===== config.mk =====
export PLATFORM = sky130hd
export DESIGN_NAME = pwm_brushed_multi
export DESIGN_NICKNAME = d
export VERILOG_FILES = /design/src/rtl/pwm_brushed_multi.sv
export SDC_FILE = /design/constraint.sdc
export NUM_CORES = 1
export LEC_CHECK = 0
export ABC_AREA = 1
export BUFFER_PORTS_ARGS = -buffer_cell sky130_fd_sc_hd__buf_4
export CAP_MARGIN = 10
export CORE_UTILIZATION = 62
export DETAILED_ROUTE_END_ITERATION = 8
export PLACE_DENSITY = 0.76
export SLEW_MARGIN = 20
export SYNTH_ARGS = -nofsm -noshare
export SYNTH_HDL_FRONTEND = slang
export SYNTH_SLANG_ARGS = --single-unit

===== constraint.sdc =====
create_clock -name clk -period 9.42 [get_ports clk]
set_input_delay 0 -clock clk [delete_from_list [all_inputs] [get_ports clk]]
set_output_delay 0 -clock clk [all_outputs]
set_load 0.02 [all_outputs]

===== src/rtl/pwm_brushed_multi.sv =====
// Multi-channel brushed-motor PWM with per-channel duty ramping and safe
// direction reversal (ramp to zero, dead interval, then new direction).
// One shared period counter; one pwm_brushed_ch instance per H-bridge.

module pwm_brushed_ch #(
   parameter int CNT_W        = 16,
   parameter int RAMP_STEP    = 25,
   parameter int DEAD_PERIODS = 4
) (
   input  logic             clk,
   input  logic             rst,
   input  logic             bnd_i,
   input  logic [CNT_W-1:0] cnt_i,
   input  logic             duty_wr_i,
   input  logic             ctrl_wr_i,
   input  logic [CNT_W-1:0] wdata_i,
   output logic             pwm_o,
   output logic             dir1_o,
   output logic             dir2_o,
   output logic             busy_o,
   output logic [CNT_W-1:0] duty_o,
   output logic [2:0]       ctrl_o
);
   typedef enum logic [1:0] {RUN = 2'd0, RAMP_DOWN = 2'd1, DEAD = 2'd2} state_e;

   localparam logic [7:0] DEAD_LD = 8'(DEAD_PERIODS);

   logic [CNT_W-1:0] tgt_q, tgt_d, cur_q, cur_d;
   logic             en_q, en_d, dir_q, dir_d, brk_q, brk_d, app_q, app_d;
   state_e           state_q, state_d;
   logic [7:0]       dead_q, dead_d;
   logic             pwm_q, pwm_d, d1_q, d1_d, d2_q, d2_d;
   logic             dir_chg;

   // One ramp step toward tgt, computed one bit wider so nothing wraps.
   function automatic logic [CNT_W-1:0] ramp(input logic [CNT_W-1:0] cur,
                                             input logic [CNT_W-1:0] tgt);
      logic [CNT_W:0] step, c, t, r;
      step = (CNT_W+1)'(RAMP_STEP);
      c    = {1'b0, cur};
      t    = {1'b0, tgt};
      r    = t;
      if (step != '0) begin
         if (c < t) begin
            r = c + step;
            if (r > t) r = t;
         end else if (c > t) begin
            r = (c < step) ? t : (c - step);
            if (r < t) r = t;
         end
      end
      return r[CNT_W-1:0];
   endfunction

   // State register: bus-visible settings plus FSM and duty state.
   always_ff @(posedge clk or posedge rst) begin
      if (rst) begin
         tgt_q   <= '0;
         en_q    <= 1'b0;
         dir_q   <= 1'b0;
         brk_q   <= 1'b0;
         cur_q   <= '0;
         state_q <= RUN;
         app_q   <= 1'b0;
         dead_q  <= '0;
         pwm_q   <= 1'b0;
         d1_q    <= 1'b0;
         d2_q    <= 1'b0;
      end else begin
         tgt_q   <= tgt_d;
         en_q    <= en_d;
         dir_q   <= dir_d;
         brk_q   <= brk_d;
         cur_q   <= cur_d;
         state_q <= state_d;
         app_q   <= app_d;
         dead_q  <= dead_d;
         pwm_q   <= pwm_d;
         d1_q    <= d1_d;
         d2_q    <= d2_d;
      end
   end

   // Next state: register writes, then the reversal FSM; duty moves only at boundaries.
   always_comb begin
      tgt_d   = tgt_q;
      en_d    = en_q;
      dir_d   = dir_q;
      brk_d   = brk_q;
      cur_d   = cur_q;
      state_d = state_q;
      app_d   = app_q;
      dead_d  = dead_q;
      dir_chg = ctrl_wr_i && (wdata_i[1] != dir_q);
      if (duty_wr_i) tgt_d = wdata_i;
      if (ctrl_wr_i) begin
         en_d  = wdata_i[0];
         dir_d = wdata_i[1];
         brk_d = wdata_i[2];
      end
      if (!en_q) begin
         // Disabled: park in RUN with the requested direction already applied.
         cur_d   = '0;
         state_d = RUN;
         app_d   = dir_q;
         dead_d  = '0;
      end else begin
         case (state_q)
            RUN: begin
               if (dir_q != app_q) begin
                  if (cur_q != '0) begin
                     state_d = RAMP_DOWN;
                  end else begin
                     state_d = DEAD;
                     dead_d  = DEAD_LD;
                  end
               end else if (bnd_i) begin
                  cur_d = ramp(cur_q, tgt_q);
               end
            end
            RAMP_DOWN: begin
               if (dir_q == app_q) begin
                  state_d = RUN;
                  if (bnd_i) cur_d = ramp(cur_q, tgt_q);
               end else if (bnd_i) begin
                  cur_d = ramp(cur_q, {CNT_W{1'b0}});
                  if (cur_d == '0) begin
                     state_d = DEAD;
                     dead_d  = DEAD_LD;
                  end
               end
            end
            DEAD: begin
               if (dir_chg) begin
                  dead_d = DEAD_LD;
               end else if (bnd_i) begin
                  if (dead_q <= 8'd1) begin
                     // Last dead period done: apply direction and take the first ramp step.
                     state_d = RUN;
                     app_d   = dir_q;
                     cur_d   = ramp({CNT_W{1'b0}}, tgt_q);
                  end else begin
                     dead_d = dead_q - 8'd1;
                  end
               end
            end
            default: state_d = RUN;
         endcase
      end
   end

   // Outputs: PWM compare and H-bridge direction/brake encoding, registered above.
   always_comb begin
      pwm_d = en_q && (state_q != DEAD) && (cnt_i < cur_q);
      if (!en_q) begin
         d1_d = brk_q;
         d2_d = brk_q;
      end else if (state_q == DEAD) begin
         d1_d = 1'b0;
         d2_d = 1'b0;
      end else begin
         d1_d = !app_q;
         d2_d = app_q;
      end
   end

   assign pwm_o  = pwm_q;
   assign dir1_o = d1_q;
   assign dir2_o = d2_q;
   assign busy_o = (state_q != RUN) || (cur_q != tgt_q);
   assign duty_o = tgt_q;
   assign ctrl_o = {brk_q, dir_q, en_q};
endmodule

module pwm_brushed_multi #(
   parameter int NUM_CH         = 4,
   parameter int CNT_W          = 16,
   parameter int DEFAULT_PERIOD = 2499,
   parameter int RAMP_STEP      = 25,
   parameter int DEAD_PERIODS   = 4
) (
   input  logic              clk,
   input  logic              reset,
   input  logic [3:0]        address,
   input  logic              write,
   input  logic [31:0]       writedata,
   input  logic              read,
   output logic [31:0]       readdata,
   output logic [NUM_CH-1:0] pwm_out,
   output logic [NUM_CH-1:0] direction1,
   output logic [NUM_CH-1:0] direction2
);
   logic [CNT_W-1:0]             cnt_q, cnt_d, per_q, per_d, pact_q, pact_d;
   logic [31:0]                  rdata_q, rdata_d;
   logic                         bnd;
   logic [NUM_CH-1:0]            busy, duty_wr, ctrl_wr;
   logic [NUM_CH-1:0][CNT_W-1:0] duty_tgt;
   logic [NUM_CH-1:0][2:0]       ctrl_rd;
   logic                         unused_wd;

   assign unused_wd = ^writedata[31:CNT_W];
   assign bnd       = (cnt_q == pact_q);

   // Shared counter, period shadow and registered read data.
   always_ff @(posedge clk or posedge reset) begin
      if (reset) begin
         cnt_q   <= '0;
         per_q   <= CNT_W'(DEFAULT_PERIOD);
         pact_q  <= CNT_W'(DEFAULT_PERIOD);
         rdata_q <= '0;
      end else begin
         cnt_q   <= cnt_d;
         per_q   <= per_d;
         pact_q  <= pact_d;
         rdata_q <= rdata_d;
      end
   end

   // Counter wraps at the boundary, which is also where a new period takes effect.
   always_comb begin
      cnt_d  = bnd ? '0 : cnt_q + 1'b1;
      pact_d = bnd ? per_q : pact_q;
      per_d  = (write && address == 4'd0) ? writedata[CNT_W-1:0] : per_q;
   end

   // Read mux; unmapped addresses return zero.
   always_comb begin
      rdata_d = rdata_q;
      if (read) begin
         rdata_d = '0;
         if (address == 4'd0) rdata_d[CNT_W-1:0]  = per_q;
         if (address == 4'd1) rdata_d[NUM_CH-1:0] = busy;
         for (int ch = 0; ch < NUM_CH; ch++) begin
            if (address == 4'(2 + 2*ch)) rdata_d[CNT_W-1:0] = duty_tgt[ch];
            if (address == 4'(3 + 2*ch)) rdata_d[2:0]       = ctrl_rd[ch];
         end
      end
   end

   assign readdata = rdata_q;

   for (genvar g = 0; g < NUM_CH; g++) begin : g_ch
      assign duty_wr[g] = write && (address == 4'(2 + 2*g));
      assign ctrl_wr[g] = write && (address == 4'(3 + 2*g));
      pwm_brushed_ch #(
         .CNT_W(CNT_W), .RAMP_STEP(RAMP_STEP), .DEAD_PERIODS(DEAD_PERIODS)
      ) u_ch (
         .clk(clk), .rst(reset), .bnd_i(bnd), .cnt_i(cnt_q),
         .duty_wr_i(duty_wr[g]), .ctrl_wr_i(ctrl_wr[g]),
         .wdata_i(writedata[CNT_W-1:0]),
         .pwm_o(pwm_out[g]), .dir1_o(direction1[g]), .dir2_o(direction2[g]),
         .busy_o(busy[g]), .duty_o(duty_tgt[g]), .ctrl_o(ctrl_rd[g])
      );
   end
endmodule


==> results.py <==
metrics = {
    "pwr": {
        "p_leak_nw": 14.9,
        "combPwrFrac": 0.615,
        "power.switching_mw": 4.18,
        "powerDensity_mw_per_mm2": 282,
        "p_int_mw": 3.74,
        "p_seq_frac": 0.223,
        "clock_power_share": 0.163,
        "switching_share": 0.528,
        "ir_drop_mv": 0.229,
    },
    "worst_hold_path": {
        "hold_class": "in -> reg",
        "min_to": "readdata[2]$_DFFE_PP0P_",
        "worstHoldStart": "address[0]",
        "min_path_cells": 7,
    },
    "logic_synthesis": {
        "synth_edf_count": 0,
        "ys.flop_type": "dfrtp_1",
        "syn_area_per_cell_sq_um": 6.58,
        "ys_ff_latch": 260,
        "yosysWarnings": 0,
        "syn_inst": 4014,
        "synth-async-reset-ratio": 1.00,
        "synth.distinct_cells": 67,
        "syn_area_sq_mm": 0.0264,
        "seq_area_frac_synth": 0.247,
    },
    "drt": {
        "avgViaCountPerCell": 6.09,
        "drt-initial-drc-count": 3335,
        "drt-pass1-iter-count": 6,
        "vias": 27800,
        "drc": 0,
        "ant_nets": 0,
        "drt-total-wl_um": 91000,
        "wl_per_cell_um": 20.0,
    },
    "final_layout": {
        "syn2layout_area_growth_pct": 6.44,
        "drive_gt1_frac": 0.0664,
        "seqCellArea_sq_mm": 0.00652,
        "post-route-util": 0.670,
        "final_cell_area_sq_mm": 0.0281,
        "nNetsFinal": 4318,
        "multiInputGateArea_sq_mm": 0.0172,
        "nFillCells": 3947,
    },
    "floorplanning": {
        "initial_core_util": 0.629,
        "io_pins": 84,
        "core_area_sq_mm": 0.0419,
        "rows": 75,
        "die_w_um": 208,
        "die_h_um": 208,
        "fp.dieArea_sq_mm": 0.0434,
    },
    "clock_network": {
        "clkLatencyLatePin_ns": 0.59,
        "cts-root-buf": "clkbuf_16",
        "cts_tree": "done",
        "cts_sinks": 260,
        "cts_buffer_depth": 3,
        "cts_inserted_buffers": 31,
        "htreeDepth": 1,
        "path_clk_slew_ns": 0.07,
        "post_cts_buffers": 0,
    },
    "grt": {
        "grt_pass1_vias": 25200,
        "antenna_found_initial": 1,
        "grt_pass1_wl_um": 142000,
        "grt_overflow_total": 0,
        "grtUsageTotal": 0.414,
        "grt_start_max_net_pins": 131,
    },
    "sta": {
        "fin_tns_setup_ns": 0,
        "rsz0062_at_grt": "false",
        "finClkSkew_ns": 0.0112,
        "worstMarginPinSlew_ns": 1.13,
        "hold_viol_final": 0,
        "drv_slew": 0,
        "maxSlewHeadroom": 0.245,
        "post-route-min-period_ns": 4.94,
        "setup_viol": 0,
        "clock.fmax_mhz": 203,
        "finalCritPeriodShare": 0.524,
    },
    "critical_path": {
        "required_ns": 9.94,
        "reg2reg_depth": 25,
        "worstPathArrival_ns": 5.46,
        "reg2reg_to": "g_ch[3].u_ch.cur_q[10]$_DFFE_PP0P_",
        "crit_fanout": 28,
        "critical_path.max_stage_delay_ns": 0.58,
        "rr_startpoint": "g_ch[3].u_ch.cur_q[8]$_DFFE_PP0P_",
        "worstSetupStartpointType": "flop",
        "regToRegSetupSlack_ns": 4.48,
        "cpMaxStageDelayCell": "dfrtp_1",
        "worst-setup-path-type": "reg -> reg",
        "crit_top_cell": "nand2_1",
        "cp-end-kind": "flop",
    },
    "placed_design": {
        "placed_cell_area_sq_mm": 0.0268,
        "routabilityCongestion": 1.02,
        "numPortBuffers": 51,
        "post-dp-hpwl_um": 66200,
    },
    "run_status": {
        "status": "finished clean",
    },
    "job": {
        "maxCapViolCount": 0,
    },
}
## flip-flops by register name, indices dropped and copies added, names as in the netlist, 8 cells and up
register           cells
cnt_q                 16
readdata              16
g_ch.u_ch.duty_o      64
g_ch.u_ch.cur_q       64
per_q                 16
g_ch.u_ch.state_q      8
pact_q                16
g_ch.u_ch.dead_q      32
## power groups by stage
stage	sequential [mW]	clock [mW]	combinational (mW)
global route	1.78	1.34	5.42
global placement	1.76	0	4.65
CTS	1.74	1.30	4.75
finish	1.76	1.29	4.87
floorplan	1.60	0	3.95
detailed placement	1.76	0	4.71
## placed cells by master (no fill, tap or decap), types with 14 or more instances in the layout
cell type / Yosys / layout
nand3_1: 422 / 422
nor4_1: 33 / 33
ha_1: 281 / 281
dfrtp_1: 248 / 248
o211ai_1: 23 / 23
buf_4: 36 / 72
o21ai_0: 231 / 231
inv_1: 453 / 452
nand2_2: 25 / 25
xor2_1: 76 / 76
nor3_1: 58 / 58
nor2_2: 17 / 17
nand2_1: 1102 / 1101
a2111oi_0: 15 / 15
nand4_1: 71 / 71
o21ai_2: 16 / 16
a21oi_1: 251 / 251
clkbuf_16: 0 / 31
xnor2_1: 22 / 22
o22ai_1: 29 / 29
dlygate4sd3_1: 0 / 26
o21a_1: 14 / 14
conb_1: 1 / 16
inv_2: 25 / 25
nand3b_1: 14 / 14
nor2_1: 299 / 299
## timing repair
action / in CTS / in global routing
hold buffers: 26 / 0
hold endpoints to repair: 214 / 0
resized for setup: 0 / 0
## worst max-delay path by stage
stage	start	endpoint	slack [ns]	cells after the start
floorplan	reset	cnt_q[0]$_DFF_PP0_	2.28	1
global placement	g_ch[3].u_ch.cur_q[8]$_DFFE_PP0P_	g_ch[3].u_ch.cur_q[9]$_DFFE_PP0P_	4.80	25
detailed placement	g_ch[3].u_ch.cur_q[8]$_DFFE_PP0P_	g_ch[3].u_ch.cur_q[10]$_DFFE_PP0P_	4.82	25
CTS	g_ch[3].u_ch.cur_q[8]$_DFFE_PP0P_	g_ch[3].u_ch.cur_q[10]$_DFFE_PP0P_	4.81	25
global route	g_ch[3].u_ch.cur_q[0]$_DFFE_PP0P_	g_ch[3].u_ch.cur_q[10]$_DFFE_PP0P_	4.23	25
finish	g_ch[3].u_ch.cur_q[8]$_DFFE_PP0P_	g_ch[3].u_ch.cur_q[10]$_DFFE_PP0P_	4.48	25
## layout make-up
class | instances | share of cell area
Multi-Input combinational cell | 3119 | 0.612
Tap cell | 539 | 0.0240
Inverter | 487 | 0.0656
Sequential cell | 260 | 0.232
Clock inverter | 15 | 0.00770
Clock buffer | 42 | 0.0305
Antenna cell | 1 | 0.0000890
Timing Repair Buffer | 98 | 0.0285
## cell families after synthesis
group	after synthesis	synth area share
and+or+nand+nor	2084	0.345
DFF	260	0.247
buffers and inverters	650	0.104
AOI/OAI and AO/OA	640	0.137
other	1	0.000142
adders and majority gates	281	0.133
xor gates and xnor gates	98	0.0325
## worst max-delay path: cells and delay by family, from the launching register on
kind / cells / cell delay [ns]
AO/OA/AOI/OAI: 3 / 0.72
adder cells (fa/ha/maj): 1 / 0.30
buffers and inverters: 2 / 0.44
flip-flops: 1 / 0.58
AND/OR/NAND/NOR: 19 / 2.79
## stage by stage
stage                     total power, mW  worst slack [ns]  instances  hold WS (ns)
after detailed placement             6.47              4.82       4477         0.262
after global routing                 8.54              4.23       4560         0.129
after global placement               6.40              4.80       4477         0.253
after CTS                            7.79              4.81       4560        0.0356
after floorplan                      5.56              2.28       4029         0.121
final                                7.93              4.48       4561        0.0550
## cell usage after synthesis (all sizes together) (3+ instances only)
cell / count / area [sq um]
clkbuf: 64 / 241
a21oi: 256 / 1300
o31ai: 4 / 30.0
o21bai: 4 / 30.0
a211oi: 3 / 22.5
o2111ai: 5 / 50.0
o21ai: 254 / 1330
o211ai: 23 / 173
o32ai: 4 / 35.0
nor3b: 4 / 35.0
o22ai: 29 / 181
xnor2: 22 / 193
xor2: 76 / 666
ha: 281 / 3520
o21a: 14 / 105
clkinv: 7 / 27.5
nor3: 62 / 343
a21o: 6 / 45.0
nand4: 71 / 444
or2: 6 / 37.5
nor2: 322 / 1300
nand3: 430 / 2200
dfrtp: 248 / 6210
nand2: 1132 / 4350
a2111oi: 15 / 131
nor4: 36 / 244
buf: 99 / 679
nand3b: 15 / 125
inv: 480 / 1810
or3: 3 / 18.8
a22oi: 9 / 67.6
dfstp: 12 / 315
## layer usage
| metal | vias to the layer above | track usage | wire length (um) |
|---|---|---|---|
| met5 | - | 0 | 0 |
| met4 | 0 | 0.185 | 4160 |
| met3 | 253 | 0.0830 | 10300 |
| met2 | 1595 | 0.632 | 39100 |
| met1 | 12700 | 0.566 | 37400 |
| li1 | 13300 | - | - |
No activity file was read; power rests on OpenSTA's default activity.
